<file path="src/rtl/aud_pkg.sv">
// Shared audio codec definitions used by the player and the recorder.
package aud_pkg;

    localparam int AUD_DATA_W = 16;

    typedef enum logic [1:0] {
        ST_IDLE = 2'd0,
        ST_WAIT = 2'd1,
        ST_LEAD = 2'd2,
        ST_SEND = 2'd3
    } aud_state_e;

endpackage

</file>
<file path="src/rtl/aud_player.sv">
// I2S-style DAC serializer: latches one sample per active LRC edge and shifts it
// out MSB first after a one-bit lead slot.
module aud_player
    import aud_pkg::*;
#(
    parameter int   DATA_W     = AUD_DATA_W,
    parameter logic LRC_ACTIVE = 1'b0
) (
    input  logic              i_clk,
    input  logic              i_rst_n,
    input  logic              i_lrc,
    input  logic              i_en,
    input  logic [DATA_W-1:0] i_dac_data,
    output logic              o_aud_dacdat,
    output logic              o_sample_req,
    output logic              o_busy
);

    localparam int              CNT_W    = (DATA_W > 1) ? $clog2(DATA_W) : 1;
    localparam logic [CNT_W-1:0] LAST_BIT = CNT_W'(DATA_W - 1);

    aud_state_e        state, state_nxt;
    logic              lrc_q;
    logic [DATA_W-1:0] shift_q;
    logic [CNT_W-1:0]  bit_cnt;
    logic              act_edge;
    logic              last_bit;
    logic              load;

    assign act_edge = (lrc_q == ~LRC_ACTIVE) && (i_lrc == LRC_ACTIVE);
    assign last_bit = (bit_cnt == LAST_BIT);

    // NOTE: sequential state uses non-blocking assignments so every flop samples pre-edge values.
    always_ff @(posedge i_clk or negedge i_rst_n) begin
        if (!i_rst_n) begin
            state <= ST_IDLE;
        end else begin
            state <= state_nxt;
        end
    end

    always_comb begin
        // NOTE: defaults first so no path through the case leaves a signal unassigned (no latch).
        state_nxt = state;
        load      = 1'b0;
        case (state)
            ST_IDLE: if (i_en) state_nxt = ST_WAIT;
            ST_WAIT: begin
                if (act_edge) begin
                    load      = 1'b1;
                    state_nxt = ST_LEAD;
                end else if (!i_en) begin
                    state_nxt = ST_IDLE;
                end
            end
            ST_LEAD: state_nxt = ST_SEND;
            ST_SEND: if (last_bit) state_nxt = i_en ? ST_WAIT : ST_IDLE;
            default: state_nxt = ST_IDLE;
        endcase
    end

    // lrc_q resets to the active level so a codec already sitting there cannot fake an edge.
    always_ff @(posedge i_clk or negedge i_rst_n) begin
        if (!i_rst_n) begin
            lrc_q        <= LRC_ACTIVE;
            shift_q      <= '0;
            bit_cnt      <= '0;
            o_sample_req <= 1'b0;
        end else begin
            lrc_q        <= i_lrc;
            o_sample_req <= load;
            if (load) begin
                shift_q <= i_dac_data;
            end else if (state == ST_SEND) begin
                shift_q <= shift_q << 1;
            end
            if ((state == ST_SEND) && !last_bit) begin
                bit_cnt <= bit_cnt + 1'b1;
            end else begin
                bit_cnt <= '0;
            end
        end
    end

    assign o_aud_dacdat = (state == ST_SEND) && shift_q[DATA_W-1];
    assign o_busy       = (state == ST_LEAD) || (state == ST_SEND);

endmodule
</file>
<file path="config.mk">
export PLATFORM = sky130hd
export DESIGN_NAME = aud_player
export DESIGN_NICKNAME = d
export VERILOG_FILES = /design/src/rtl/aud_pkg.sv /design/src/rtl/aud_player.sv
export SDC_FILE = /design/constraint.sdc
export NUM_CORES = 1
export LEC_CHECK = 0
export BUFFER_PORTS_ARGS = -buffer_cell sky130_fd_sc_hd__buf_2
export CAP_MARGIN = 40
export CORE_MARGIN = 2
export CORE_UTILIZATION = 46
export DETAILED_ROUTE_END_ITERATION = 7
export PLACE_DENSITY = 0.73
export SETUP_SLACK_MARGIN = 0.15
export SYNTH_ARGS = -nofsm -noshare
export SYNTH_HDL_FRONTEND = slang
export SYNTH_SLANG_ARGS = --single-unit
</file>
<file path="constraint.sdc">
create_clock -name i_clk -period 3.37 [get_ports i_clk]
set_input_delay 0.8425 -clock i_clk [delete_from_list [all_inputs] [get_ports i_clk]]
set_output_delay 0.8425 -clock i_clk [all_outputs]
set_load 0.05 [all_outputs]
</file>
==> qor.txt, run 1 <==
Post-CTS sizing: 0
CTS Buf Count: 3
Max Freq: 408 MHz
Layout cells sized above 1: 0.274
Post-route ant nets: 0
Total die area: 2620 um^2
Mapped Cells: 87
DR vias: 775
Slew HR: 0.559
Sw Pwr: 0.345 mW
Hold Path Class: in2async
Crit path kind: reg2out
Most frequent cells in the layout: dfrtp_1 (24), buf_2 (22), and3_1 (16)
Avg Synthesized Cell Area: 11.8 um^2
Drt total wl: 1950 um
CP max FO: 25
Initial antenna violation count: 0
Unrepaired setup endpoints after global routing: no
Cell area after synthesis: 1020 um^2
Switching share of power: 0.343
Post-CTS Setup Inserts: 0
Drt pass-1 iters: 5
I/O Buffers: 22
Startpoint Class: flip-flop
Die X-Extent: 51.2 um
Clock power share: 0.208
Post-route cell area: 1200 um^2
Vias per cell: 5.78
Fin Clk Skew: 0.0145 ns
Sequential power share: 0.494
Hold-fix buffers, CTS: 0
Final min period: 2.45 ns
Unique masters post-synth: 19
Routability cong.: 0.700
Max-slew violation count: 0
Crit end category: output pin
Clock root buffer: clkbuf_4
DRC violations left: 0
CTS max path bufs: 2
Vias in the first global route: 750
Max IR drop VDD: 440 uV
Initial cell density of the core: 0.476
Hold_ws: 0.468 ns
Flop-to-flop setup slack: 1.37 ns
IO Count: 23
Lkg Pwr: 0.630 nW
Total Neg Setup Slack: 0 ns
Global-route wire length before repair: 3260 um
Most common cell after layout, fill and taps aside: dfrtp_1
Sequential share of the synthesized area: 0.587
First DRT Iteration DRCs: 22
#FFs+latches synth: 24
Status: complete, no violations
Largest net degree at the start of global routing: 26
WP data arrival: 1.61 ns
Die height: 51.2 um
Clock sink count: 24
Ant. Diodes: 0
WL per Instance: 14.5 um
Worst slew pin tran: 0.662 ns
Cell Int Power: 0.659 mW
TritonCTS clock tree: done
Total grt overflow: 0
Combinational power share: 0.298
Overall power: 1.00 mW
CP required: 2.53 ns
Final HPWL DP: 1280 um
Fill cell count: 182
Clk slew on worst S/H paths: 0.14 ns
Final #Nets: 128
Clock latency at the later pin of the worst-skew pair: 0.32 ns
Final period util: 0.728
Final setup fails: 0
Final hold vios: 0
YS warnings: 0
Placed Area: 1150 um^2
Max-cap violation count: 0
Post-Syn Nets: 108
Core Region: 2150 um^2
Pwr per Cell Area: 837 nW/um^2
Synthesis-to-layout area growth: 17.1%
Overall Global Routing Usage: 0.172
Core Rows: 17
H-tree Lvls: 1
==> logic make-up after synthesis <==
logic type                 Yosys count  synth area share
and+or+nand+nor                     28             0.152
DFF                                 24             0.587
AOI/OAI and AO/OA                   21             0.186
buffers and inverters               11            0.0465
xor gates and xnor gates             2            0.0171
adders and majority gates            1            0.0122
==> synthesized netlist by cell type <==
library cell,count,share of area
buf_4,1,0.0073
a21oi_1,1,0.0049
and3_1,16,0.098
a221o_1,15,0.15
dfrtp_1,24,0.59
nand2_1,3,0.011
a21oi_2,1,0.0086
clkbuf_1,5,0.018
inv_1,3,0.011
buf_2,2,0.0098
xnor2_1,1,0.0086
o32ai_1,1,0.0086
nand3_1,3,0.015
xor2_1,1,0.0086
a31oi_1,2,0.012
o21ai_0,1,0.0049
nor2_1,5,0.018
ha_1,1,0.012
nor4bb_1,1,0.0098
==> sequential cells by signal (all words and copies together), names as in the netlist, named ones only <==
register and cells:
o_sample_req 1, shift_q 16, state 1, lrc_q 1
bit_cnt 4
==> metal layers <==
metal | wire (um) | track usage | part of all wire
met2 | 866 | 0.251 | 0.45
met3 | 129 | 0.0526 | 0.066
met4 | 26 | 0.0766 | 0.013
met1 | 923 | 0.236 | 0.47
met5 | 0 | 0 | 0
==> worst paths after layout <==
kind / startpoint / to / depth (start not counted)
max: flip-flop / o_aud_dacdat / 2
min: i_rst_n / shift_q[15]$_DFFE_PN0P_ / 1
max reg2reg: state[0]$_DFFE_PN0P_ / shift_q[3]$_DFFE_PN0P_ / 4
min reg2reg: bit_cnt[0]$_DFF_PN0_ / bit_cnt[0]$_DFF_PN0_ / 1
min in group i_clk: bit_cnt[0]$_DFF_PN0_ / bit_cnt[0]$_DFF_PN0_ / 1
max in group asynchronous: i_rst_n / async pin / 1
==> power by group through the flow <==
stage | registers, mW | clock network, mW | logic (mW)
floorplan | 0.449 | 0 | 0.277
global placement | 0.500 | 0 | 0.288
detailed placement | 0.496 | 0 | 0.303
CTS | 0.493 | 0.214 | 0.302
global route | 0.517 | 0.226 | 0.332
finish | 0.495 | 0.209 | 0.299
==> critical path, cell delays in order, from the launching register on <==
cell and delay [ns]:
dfrtp_1 0.79, and3_1 0.25, buf_2 0.26
==> metrics by stage <==
stage               worst slack, ns   util  cells
floorplan                      1.37      -     87
global route                  0.767  0.558    134
finish                        0.917  0.558    134
global placement               1.22  0.533    130
CTS                           0.922  0.558    134
detailed placement             1.18  0.533    130
==> layout make-up <==
cell class | count | area [um^2] | area share
sequential | 24 | 601 | 0.501
multi-input combinational | 52 | 382 | 0.318
timing repair buffer | 23 | 118 | 0.0981
tap | 28 | 35.0 | 0.0292
clock inverter | 1 | 30.0 | 0.0251
clock buffer | 3 | 22.5 | 0.0188
inverter | 3 | 11.3 | 0.00939
(Power assumes the default switching activity.)
==> run 2: changes to the inputs <==
--- a/config.mk
+++ b/config.mk
@@ -10,7 +10,7 @@
 export CORE_MARGIN = 2
 export CORE_UTILIZATION = 46
 export DETAILED_ROUTE_END_ITERATION = 7
-export PLACE_DENSITY = 0.73
+export PLACE_DENSITY = 0.75
 export SETUP_SLACK_MARGIN = 0.15
 export SYNTH_ARGS = -nofsm -noshare
 export SYNTH_HDL_FRONTEND = slang
==> constraint.sdc (replaced) <==
create_clock -name i_clk -period 2.1 [get_ports i_clk]
set_input_delay 0.525 -clock i_clk [delete_from_list [all_inputs] [get_ports i_clk]]
set_output_delay 0.525 -clock i_clk [all_outputs]
set_load 0.05 [all_outputs]
==> qor.txt, run 2 (synthesis gave the netlist of run 1 again) <==
Status: complete, no violations
Buffers and inverters on the worst path: 1
Crit end category: output pin
Final min period: 1.77 ns
Final HPWL DP: 1380 um
Layout cells sized above 1: 0.290
Clock sink count: 24
Switching share of power: 0.359
Flop-to-flop setup slack: 0.53 ns
Hold Path Class: in2async
Die height: 51.2 um
Drt pass-1 iters: 4
Initial cell density of the core: 0.476
Cell Int Power: 0.955 mW
CP max FO: 12
Final setup fails: 0
Largest net degree at the start of global routing: 25
Core Rows: 17
Vias per cell: 5.61
Post-route ant nets: 0
Total grt overflow: 0
Max-slew violation count: 0
Crit path kind: reg2out
Fin Clk Skew: 0.00205 ns
H-tree Lvls: 1
Reg2Reg Launch Point: state[0]$_DFFE_PN0P_
CP required: 1.57 ns
Synthesis-to-layout area growth: 15.8%
Slew HR: 0.580
WP data arrival: 1.25 ns
Overall power: 1.49 mW
First DRT Iteration DRCs: 11
Final period util: 0.844
Routability cong.: 0.701
Initial antenna violation count: 0
Worst slew pin tran: 0.630 ns
Drt total wl: 1920 um
CP max stage cell: dfrtp_1
Reg2Reg Depth: 3
R2R Path End: shift_q[7]$_DFFE_PN0P_
Final #Nets: 130
DRC violations left: 0
Core Region: 2150 um^2
Cell Chain, Critical Path: and3_1 > buf_2
Global-route wire length before repair: 3420 um
Overall Global Routing Usage: 0.175
Sequential power share: 0.506
Largest delay share family, worst path: flip-flops
CTS max path bufs: 2
Total Neg Setup Slack: 0 ns
Max IR drop VDD: 726 uV
Sw Pwr: 0.535 mW
CP max stage delay: 0.50 ns
DR vias: 758
Total die area: 2620 um^2
Leading registers by flop count: shift_q x16, bit_cnt x4
Vias in the first global route: 766
Clk slew on worst S/H paths: 0.12 ns
Clock root buffer: clkbuf_4
Clock power share: 0.128
Clock latency at the later pin of the worst-skew pair: 0.30 ns
Startpoint Class: flip-flop
I/O Buffers: 22
Largest register FFs: 16
Lkg Pwr: 0.625 nW
Max-cap violation count: 0
Final hold vios: 0
Pwr per Cell Area: 1260 nW/um^2
Top reg by flops: shift_q
Most frequent cells in the layout: dfrtp_1 (23), buf_2 (22), and3_1 (16)
Die X-Extent: 51.2 um
TritonCTS clock tree: done
Ant. Diodes: 0
Unrepaired setup endpoints after global routing: no
Most common cell after layout, fill and taps aside: dfrtp_1
Combinational power share: 0.366
CTS Buf Count: 3
WL per Instance: 14.2 um
Max Freq: 564 MHz
IO Count: 23
==> run 2: cell types whose count changed in the layout (fill, tap and decap cells not counted) <==
cell | before | now
dfrtp_1 | 24 | 23
buf_4 | 1 | 3
dfrtp_2 | 0 | 1
bufinv_16 | 1 | 0
==> run 2: final cells by class <==
cell class,count,area (um^2)
fill,202,963
multi-input combinational,52,382
inverter,3,11.3
timing repair buffer,25,133
clock buffer,3,22.5
sequential,24,602
tap,28,35.0
==> run 2: layer usage <==
layer | track usage | wire length (um) | up-vias
li1 | - | - | 369
met1 | 0.238 | 884 | 370
met2 | 0.288 | 939 | 17
met3 | 0.0351 | 81 | 2
met4 | 0.0405 | 16 | 0
met5 | 0 | 0 | -
==> run 2: power by group through the flow <==
stage | clock network, mW | registers, mW | logic [mW]
after global placement | 0 | 0.757 | 0.533
after CTS | 0.200 | 0.752 | 0.552
after floorplan | 0 | 0.720 | 0.445
after global routing | 0.224 | 0.781 | 0.615
after detailed placement | 0 | 0.762 | 0.550
final | 0.191 | 0.754 | 0.545
==> run 2: timing repair <==
action                                 CTS  global route
buffers inserted                         0             0
gates resized for setup                  0             1
endpoints found under the hold margin    0             0
setup endpoints to repair                0             1
hold buffers                             0             0
==> run 2: how the worst max path moves through the flow <==
stage	startpoint	depth (start not counted)	slack (ns)	to
finish	state[0]$_DFFE_PN0P_	2	0.33	o_aud_dacdat
global route	state[0]$_DFFE_PN0P_	2	0.19	o_aud_dacdat
CTS	flip-flop	2	0.24	o_aud_dacdat
detailed placement	i_lrc	4	0.40	shift_q[7]$_DFFE_PN0P_
global placement	i_lrc	4	0.44	shift_q[6]$_DFFE_PN0P_
floorplan	flip-flop	2	0.42	o_aud_dacdat
==> run 2: stage by stage <==
step / utilization / hold WS, ns / cell area, um^2 / setup slack [ns] / instances
floorplan: - / 0.229 / 1020 / 0.417 / 87
global placement: 0.540 / 0.443 / 1160 / 0.439 / 132
detailed placement: 0.540 / 0.458 / 1160 / 0.403 / 132
CTS: 0.551 / 0.185 / 1180 / 0.239 / 135
global route: 0.552 / 0.194 / 1180 / 0.192 / 135
finish: 0.552 / 0.174 / 1180 / 0.327 / 135
==> run 3: changes to the inputs <==
--- a/config.mk
+++ b/config.mk
@@ -10,7 +10,7 @@
 export CORE_MARGIN = 2
 export CORE_UTILIZATION = 46
 export DETAILED_ROUTE_END_ITERATION = 7
-export PLACE_DENSITY = 0.75
+export PLACE_DENSITY = 0.73
 export SETUP_SLACK_MARGIN = 0.15
 export SYNTH_ARGS = -nofsm -noshare
 export SYNTH_HDL_FRONTEND = slang
==> constraint.sdc (replaced) <==
create_clock -name i_clk -period 1.65 [get_ports i_clk]
set_input_delay 0.4125 -clock i_clk [delete_from_list [all_inputs] [get_ports i_clk]]
set_output_delay 0.4125 -clock i_clk [all_outputs]
set_load 0.05 [all_outputs]
==> qor.txt, run 3 (synthesis gave the netlist of run 1 again) <==
Status: complete, no violations
Slew HR: 0.647
Final HPWL DP: 1380 um
Lkg Pwr: 0.671 nW
Most common cell after layout, fill and taps aside: dfrtp_1
Setup WS pre-CTS: 0.0648 ns
Initial antenna violation count: 0
Global-route wire length before repair: 3820 um
DRC violations left: 0
I/O Buffers: 22
Ant. Diodes: 0
Cell Int Power: 1.38 mW
Crit end category: output pin
Combinational power share: 0.425
H-tree Lvls: 1
Final WS setup: 0.0309 ns
Largest register FFs: 16
Core Rows: 17
CTS max path bufs: 2
CTS Buf Count: 3
Vias per cell: 5.81
Die height: 51.2 um
Final min period: 1.62 ns
TritonCTS clock tree: done
Pwr per Cell Area: 1680 nW/um^2
Final period util: 0.981
Unrepaired setup endpoints after global routing: yes
DR vias: 819
Initial cell density of the core: 0.476
WP data arrival: 1.21 ns
CP max FO: 3
Crit path kind: reg2out
First DRT Iteration DRCs: 18
Sequential power share: 0.429
Drt total wl: 2250 um
Hold_ws: 0.0438 ns
Sw Pwr: 0.767 mW
Max-slew violation count: 0
Clock root buffer: clkbuf_4
Core Region: 2150 um^2
Startpoint Class: flip-flop
WL per Instance: 15.9 um
Max-cap violation count: 0
Vias in the first global route: 805
Final Non-Filler Cells: 141
Overall Global Routing Usage: 0.202
Clock sink count: 24
Post-route ant nets: 0
Total Neg Setup Slack: 0 ns
Total die area: 2620 um^2
Top reg by flops: shift_q
Final hold vios: 0
Max Freq: 618 MHz
IO Count: 23
Final setup fails: 0
Clock latency at the later pin of the worst-skew pair: 0.32 ns
Total grt overflow: 0
Largest net degree at the start of global routing: 25
Clk slew on worst S/H paths: 0.14 ns
Routability cong.: 0.705
Leading registers by flop count: shift_q x16, bit_cnt x4
Drt pass-1 iters: 4
Die X-Extent: 51.2 um
CP required: 1.24 ns
Layout cells sized above 1: 0.327
Post-layout util: 0.596
Most frequent cells in the layout: dfrtp_1 (24), buf_2 (20), and3_1 (15), a221o_1 (15), buf_4 (6)
Hold Path Class: in2async
Clock power share: 0.146
Fin Clk Skew: 0.0116 ns
Max IR drop VDD: 805 uV
Worst slew pin tran: 0.529 ns
Switching share of power: 0.357
Synthesis-to-layout area growth: 25.1%
Final #Nets: 135
Placed Cells: 134
run 3: changes by cell type in the layout (fill, tap and decap cells not counted), sizes merged:
cell    before  now
buf         25   30
clkbuf       3    4
run 3: power by group through the flow:
stage | logic (mW) | registers [mW] | clock network (mW)
after floorplan | 0.568 | 0.916 | 0
after global routing | 1.00 | 0.945 | 0.335
after CTS | 0.876 | 0.919 | 0.316
after global placement | 0.746 | 0.927 | 0
final | 0.914 | 0.923 | 0.313
after detailed placement | 0.775 | 0.927 | 0
run 3: cell type report:
type / instances / area, um^2
clock buffers: 4 / 36.3
well taps: 28 / 35.0
inverters: 3 / 11.3
repair buffers: 30 / 194
multi-input cells: 52 / 403
fillers: 181 / 868
flip-flops and latches: 24 / 601
run 3: timing repair:
| action | in CTS | in global routing |
|---|---|---|
| gates resized for setup | 7 | 3 |
| hold buffers | 0 | 0 |
| setup endpoints to repair | 2 | 18 |
| setup buffers | 3 | 0 |
| pin swaps | 0 | 0 |
run 3: per-stage QoR:
stage | total power [mW] | area [um^2]
3_5_place_dp | 1.70 | 1180
3_3_place_gp | 1.67 | 1180
5_1_grt | 2.28 | 1280
6_report | 2.15 | 1280
4_1_cts | 2.11 | 1260
2_1_floorplan | 1.48 | 1020
run 3: final timing paths:
kind | startpoint | depth (start not counted) | end | slack (ns)
setup / recovery | flip-flop | 3 | o_aud_dacdat | 0.03
hold / removal | i_rst_n | 1 | shift_q[13]$_DFFE_PN0P_ | 0.04
setup reg to reg | flip-flop | 4 | shift_q[6]$_DFFE_PN0P_ | 0.10
hold reg to reg | bit_cnt[0]$_DFF_PN0_ | 1 | bit_cnt[0]$_DFF_PN0_ | 0.47
max in group asynchronous | i_rst_n | 1 | shift_q[0]$_DFFE_PN0P_ | 1.25
min in group i_clk | i_lrc | 1 | lrc_q$_DFF_PN0_ | 0.26
run 3: layer usage:
layer / global-route usage / part of all wire
met1: 0.285 / 0.46
met2: 0.286 / 0.46
met3: 0.0497 / 0.054
met4: 0.108 / 0.020
met5: 0 / 0
run 3: worst max-delay path, stage by stage, from the launching register on:
cell and delay, ns:
dfrtp_1 0.44, buf_6 0.14, and3_4 0.16, buf_8 0.14
